$ cat src/rtl/out_port_tx.sv
// rtl/out_port_tx.sv - OUT instruction transmit FIFO with valid/ready output port
//
// Purpose: buffers 16-bit OUT values from the execute stage in a small FIFO and
// presents them to an external device over valid/ready. Raises stall to the
// hazard unit while the FIFO is full.
//
// Optional feature macro: OUT_PORT_PARITY_EN (adds the port_parity output).
//
// Ports:
//   clk          in   1       clock, all state on posedge
//   rst_n        in   1       asynchronous active-low reset
//   out_en       in   1       OUT instruction valid (write request)
//   out_data     in   DATA_W  value to transmit
//   stall        out  1       FIFO full; pipeline must hold the OUT
//   port_data    out  DATA_W  head-of-FIFO value
//   port_valid   out  1       port_data valid (FIFO non-empty)
//   port_ready   in   1       external device accepts port_data
//   fifo_count   out  CNT_W   occupancy 0..DEPTH
//   overflow     out  1       sticky: out_en seen while full
//   port_parity  out  1       even parity of port_data (OUT_PORT_PARITY_EN only)

module out_port_tx #(
    parameter int DATA_W = 16,
    parameter int DEPTH  = 4,
    parameter int CNT_W  = 3
) (
    input  logic              clk,
    input  logic              rst_n,
    input  logic              out_en,
    input  logic [DATA_W-1:0] out_data,
    output logic              stall,
    output logic [DATA_W-1:0] port_data,
    output logic              port_valid,
    input  logic              port_ready,
    output logic [CNT_W-1:0]  fifo_count,
    output logic              overflow
`ifdef OUT_PORT_PARITY_EN
    ,
    output logic              port_parity
`endif
);

    localparam int PTR_W = $clog2(DEPTH);

    logic [DATA_W-1:0] mem [DEPTH];
    logic [PTR_W-1:0]  wr_ptr;
    logic [PTR_W-1:0]  rd_ptr;
    logic [CNT_W-1:0]  count_q;
    logic              overflow_q;
    logic              full;
    logic              wr_fire;
    logic              rd_fire;

    // Full/empty come from the occupancy counter so the pointers can wrap
    // freely without an extra disambiguation bit.
    assign full       = (count_q == CNT_W'(DEPTH));
    assign stall      = full;
    assign port_valid = (count_q != '0);
    assign fifo_count = count_q;
    assign overflow   = overflow_q;

    assign wr_fire = out_en && !full;
    assign rd_fire = port_valid && port_ready;

    // Storage is not reset, so the head is masked while empty to keep
    // port_data at zero out of reset and whenever nothing is queued.
    assign port_data = port_valid ? mem[rd_ptr] : '0;

`ifdef OUT_PORT_PARITY_EN
    assign port_parity = ^port_data;
`endif

    always_ff @(posedge clk) begin
        if (wr_fire) begin
            mem[wr_ptr] <= out_data;
        end
    end

    always_ff @(posedge clk or negedge rst_n) begin
        if (!rst_n) begin
            wr_ptr     <= '0;
            rd_ptr     <= '0;
            count_q    <= '0;
            overflow_q <= 1'b0;
        end else begin
            if (wr_fire) begin
                wr_ptr <= wr_ptr + PTR_W'(1);
            end
            if (rd_fire) begin
                rd_ptr <= rd_ptr + PTR_W'(1);
            end
            case ({wr_fire, rd_fire})
                2'b10:   count_q <= count_q + CNT_W'(1);
                2'b01:   count_q <= count_q - CNT_W'(1);
                default: count_q <= count_q;
            endcase
            // A write attempted while full is dropped; remember it until reset.
            if (out_en && full) begin
                overflow_q <= 1'b1;
            end
        end
    end

endmodule

$ cat config.mk
export PLATFORM = sky130hd
export DESIGN_NAME = out_port_tx
export DESIGN_NICKNAME = d
export VERILOG_FILES = /design/src/rtl/out_port_tx.sv
export SDC_FILE = /design/constraint.sdc
export NUM_CORES = 1
export LEC_CHECK = 0
export CORE_MARGIN = 10
export CORE_UTILIZATION = 24
export CTS_CLUSTER_DIAMETER = 120
export DETAILED_ROUTE_END_ITERATION = 8
export SYNTH_ARGS = -nofsm -noshare
export SYNTH_HDL_FRONTEND = slang
export SYNTH_SLANG_ARGS = --single-unit
$ cat constraint.sdc
create_clock -name clk -period 6.2 [get_ports clk]
set_input_delay 1.55 -clock clk [delete_from_list [all_inputs] [get_ports clk]]
set_output_delay 1.55 -clock clk [all_outputs]
set_load 0.05 [all_outputs]
==> run summary, run 1 <==
Post-CTS sizing - 0
Max clock buf depth - 2
Sum of negative setup slack - 0 ps
Vias per cell - 4.05
Area Overhead vs Synth - 27.7%
DRT Pass-1 Iters - 4
RSZ-0062 raised after global routing - no
Die H - 130 um
Detailed-route DRC error count - 0
Vias - 1373
Overflow after GRT - 0
Share of layout cells above drive strength 1 - 12.5%
Cell variety after synth - 21
Outcome - completed
DRT iter0 DRCs - 66
Max Clock Skew - 7.93 ps
Worst relative slew slack - 31.2%
Most common cell after layout, fill and taps aside - edfxtp_1
Post-synthesis cell count - 141
XOR/XNOR Fraction of Synth Area - 1.80%
M1 wire length - 2.22 mm
Critical-path top delay cell - dfrtp_1
Fin. Hold Viols - 0
Final Max Slew Viols - 0
Synth warn - 0
Routed wl met3 - 309 um
Sequential area share after synthesis - 72.7%
CP arrival - 2870 ps
Worst setup EP type - primary output
Root Buffer - clkbuf_16
Syn Area/Cell - 20.7 um2
Most frequent cells in the layout - edfxtp_1, clkdlybuf4s50_1, and2_1, clkbuf_16
Gr usage total - 7.05%
Hold crit path type - reg -> reg
Synth Register Bits - 72
Pin count of the biggest net entering global routing - 20
Drt wl/cell - 16.1 um
# diodes - 0
Setup Viol. Count Final - 0
Post-CTS Setup Inserts - 0
Largest family of logic cells by synthesized area - multiplexers
Critical path type - reg -> out
Layout net count - 213
CTS Sinks - 72
WP buf/inv - 1
Drt total wl - 5.44 mm
Port buffer count - 41
Synth Area in Compound Gates - 0.257%
Max layer used - met4
CTS buffer count - 9
CTS tree - yes
Post-synthesis mux area share - 14.1%
Cells along the critical path - mux4_1 > and2_1 > clkdlybuf4s50_1
Area of the core - 0.0120 mm2
Synth Area in Simple Gates - 5.75%
Metal2 WL - 2.80 mm
Hold_buf cts - 0
Crit path required time - 4650 ps
Initial antenna violation count - 0
Die ar. - 0.0170 mm2
Max Cap Violations - 0
Worst-path clk slew - 60 ps
Top-level I/O count - 42
Tmin final - 4420 ps
Slew @ Worst Pin - 1030 ps
Die W - 130 um
Final Cycle Share - 71.3%
CP top delay family - flip-flops
Max Freq - 226 MHz
Adder-Cell Fraction of Synth Area - 2.83%
RePlAce Congestion - 0.644
Syn Nets - 167
Synthesized cell area - 0.00292 mm2
CP max stage delay - 1020 ps
Vias in the first global route - 1556
First-pass GRT wire length - 8.65 mm
Worst setup SP type - flip-flop
Initial Utilization - 24.4%
Final ANT Viol Nets - 0
H-tree levels - 3
Worst skew pair latency - 320 ps
DP Wirelength - 3.61 mm
FP Rows - 40
Crit-path max FO - 18
==> layout make-up <==
cell class                      instances  area [um2]
Sequential cell                        72        2120
Timing Repair Buffer                   41         410
Inverter                                6        22.5
Tap cell                              147         184
Fill cell                            1150        8240
Clock inverter                          6        36.3
Multi-Input combinational cell         57         722
Clock buffer                           10         229
==> through the flow <==
step	area (um2)	setup slack [ps]	util, %	instances	hold slack, ps
2_1_floorplan	2920	2860	-	141	512
3_3_place_gp	3460	2040	28.9	323	451
3_5_place_dp	3460	2030	28.9	323	448
4_1_cts	3730	1690	31.2	339	468
5_1_grt	3730	1570	31.2	339	497
6_report	3730	1780	31.2	339	460
==> cell usage after synthesis <==
| library cell | number | area share [%] |
|---|---|---|
| nand3_1 | 1 | 0.17 |
| mux4_1 | 8 | 7.2 |
| buf_6 | 1 | 0.39 |
| nor2_1 | 1 | 0.13 |
| buf_2 | 4 | 0.69 |
| inv_1 | 6 | 0.77 |
| dfrtp_1 | 8 | 6.9 |
| edfxtp_1 | 64 | 66 |
| nor3b_2 | 1 | 0.43 |
| mux2_1 | 1 | 0.39 |
| a21o_1 | 1 | 0.26 |
| xor2_1 | 3 | 0.90 |
| nor2b_2 | 1 | 0.30 |
| buf_12 | 1 | 0.69 |
| or3_1 | 1 | 0.21 |
| fa_1 | 1 | 0.69 |
| mux4_2 | 8 | 6.2 |
| and2_1 | 21 | 4.5 |
| mux2i_1 | 1 | 0.34 |
| ha_1 | 5 | 2.1 |
| xnor2_1 | 3 | 0.90 |
==> path summary, 6_finish.rpt <==
check,slack (ps),to,cells after the start,start
worst max-delay path,1780,port_data[15],3,rd_ptr[0]
worst min-delay path,460,overflow,1,overflow
worst max register to register,3790,fifo_count[2],8,fifo_count[0]
worst min register to register,460,overflow,1,overflow
max in group asynchronous,4380,rd_ptr[0],1,rst_n
min in group asynchronous,1520,wr_ptr[1],1,rst_n
==> per-layer routing <==
layer | global-route usage, % | vias up
met2 | 11.5 | 30
met1 | 7.66 | 689
met5 | 0 | -
met3 | 2.88 | 10
li1 | - | 644
met4 | 3.97 | 0
==> cells by family after synthesis <==
logic type,after synthesis
multiplexers,18
adder cells (fa/ha/maj),6
AND/OR/NAND/NOR,26
buffers and inverters,12
AO/OA/AOI/OAI,1
flip-flops,72
XOR/XNOR,6
==> flip-flops by register name (all words and copies together) (netlist names) <==
signal      flops
overflow        1
mem            64
wr_ptr          2
fifo_count      3
rd_ptr          2
Power of run 1 is left out: the tool's default activity adds up to more than one toggle a clock period on the data nets, which glitch-free logic cannot reach.
==> inputs of run 2 (changes only) <==
==> constraint.sdc (replaced) <==
create_clock -name clk -period 3.7 [get_ports clk]
set_input_delay 0.925 -clock clk [delete_from_list [all_inputs] [get_ports clk]]
set_output_delay 0.925 -clock clk [all_outputs]
set_load 0.05 [all_outputs]
==> run summary, run 2 (synthesized netlist as in run 1, its figures left out) <==
Pin count of the biggest net entering global routing - 20
Critical-path top delay cell - dfrtp_1
CP arrival - 2480 ps
Number of flip-flops in the largest register - 64
Vias per cell - 4.05
Multi-input gate area - 722 um2
Worst setup SP type - flip-flop
First-pass GRT wire length - 8.95 mm
Initial Utilization - 24.4%
Crit-path max FO - 10
Root Buffer - clkbuf_16
Die ar. - 0.0170 mm2
Layout net count - 220
# diodes - 0
Post-CTS Setup Inserts - 0
Initial antenna violation count - 0
Final Cycle Share - 92.1%
Sum of negative setup slack - 0 ps
Port buffer count - 41
Die H - 130 um
Area Overhead vs Synth - 30.5%
Slew @ Worst Pin - 668 ps
Outcome - completed
Overflow after GRT - 0
Setup Viol. Count Final - 0
DP Wirelength - 4.00 mm
Max Clock Skew - 3.56 ps
DRT iter0 DRCs - 70
Hold crit path type - reg -> reg
Cells along the critical path - mux4_2 > and2_1 > clkdlybuf4s50_1
Hold_buf cts - 0
CTS buffer count - 9
Detailed-route DRC error count - 0
Most frequent cells in the layout - edfxtp_1, clkdlybuf4s50_1, and2_1, buf_4, clkbuf_16
Max Cap Violations - 0
Area of the core - 0.0120 mm2
FP Rows - 40
Most common cell after layout, fill and taps aside - edfxtp_1
Die W - 130 um
Gr usage total - 7.33%
Worst-path clk slew - 50 ps
Worst relative slew slack - 55.5%
Drt wl/cell - 16.6 um
Top-level I/O count - 42
Vias in the first global route - 1567
Final ANT Viol Nets - 0
Fin. Hold Viols - 0
Crit path required time - 2770 ps
Critical path type - reg -> out
Post-CTS sizing - 0
Worst setup EP type - primary output
Drt total wl - 5.75 mm
RePlAce Congestion - 0.605
Share of layout cells above drive strength 1 - 21.6%
Largest Register - mem
Fill cells - 1140
CTS Sinks - 72
Max Freq - 294 MHz
Vias - 1400
Tmin final - 3410 ps
Final Max Slew Viols - 0
CP max stage delay - 710 ps
RSZ-0062 raised after global routing - no
R2r setup slk - 1280 ps
DRT Pass-1 Iters - 4
Worst skew pair latency - 330 ps
CTS tree - yes
Sequential cell area - 0.00212 mm2
Max clock buf depth - 2
H-tree levels - 3
[run 2: layer usage]
| layer | vias up | track usage [%] | wire, um |
|---|---|---|---|
| met3 | 12 | 3.20 | 378 |
| met2 | 33 | 11.7 | 2810 |
| met4 | 0 | 4.17 | 137 |
| met1 | 702 | 8.01 | 2420 |
| li1 | 653 | - | - |
| met5 | - | 0 | 0 |
[run 2: critical path, delay by kind of cell, from the launching register on]
kind | cells | cell delay, ps
multiplexers | 1 | 570
buffers and inverters | 1 | 700
AND/OR/NAND/NOR | 1 | 170
flip-flops | 1 | 710
[run 2: final timing paths]
check                              start            end  cells after the start
max                            rd_ptr[0]  port_data[12]                      3
min                             overflow       overflow                      1
max reg2reg                fifo_count[0]  fifo_count[2]                      8
min reg2reg                     overflow       overflow                      1
max in group asynchronous          rst_n      wr_ptr[0]                      1
min in group asynchronous          rst_n      rd_ptr[1]                      1
[run 2: area by class of cell]
class	instances	share of cell area (%)
sequential	72	55.7
multi-input combinational	57	19.0
timing repair buffer	48	11.4
clock buffer	11	6.37
tap	147	4.83
clock inverter	5	2.10
inverter	6	0.591
[run 2: stage by stage]
stage	setup slack [ps]	cell area, um2	utilization [%]	hold slack (ps)	std cells
final	294	3810	31.8	455	346
after global routing	175	3810	31.8	499	346
after CTS	239	3810	31.8	463	346
after detailed placement	606	3490	29.1	446	330
after global placement	604	3490	29.1	441	330
after floorplan	918	2920	-	512	141
Power of run 2 is left out for the same reason.
==> inputs of run 3 (changes only) <==
--- a/config.mk
+++ b/config.mk
@@ -8,7 +8,9 @@
 export CORE_MARGIN = 10
 export CORE_UTILIZATION = 24
 export CTS_CLUSTER_DIAMETER = 120
+export CTS_CLUSTER_SIZE = 28
 export DETAILED_ROUTE_END_ITERATION = 8
+export SKIP_LAST_GASP = 1
 export SYNTH_ARGS = -nofsm -noshare
 export SYNTH_HDL_FRONTEND = slang
 export SYNTH_SLANG_ARGS = --single-unit
==> results of run 3 <==
Same layout as run 2: the final DEF is identical, and so are final timing and power.
Power of run 3 is left out for the same reason.
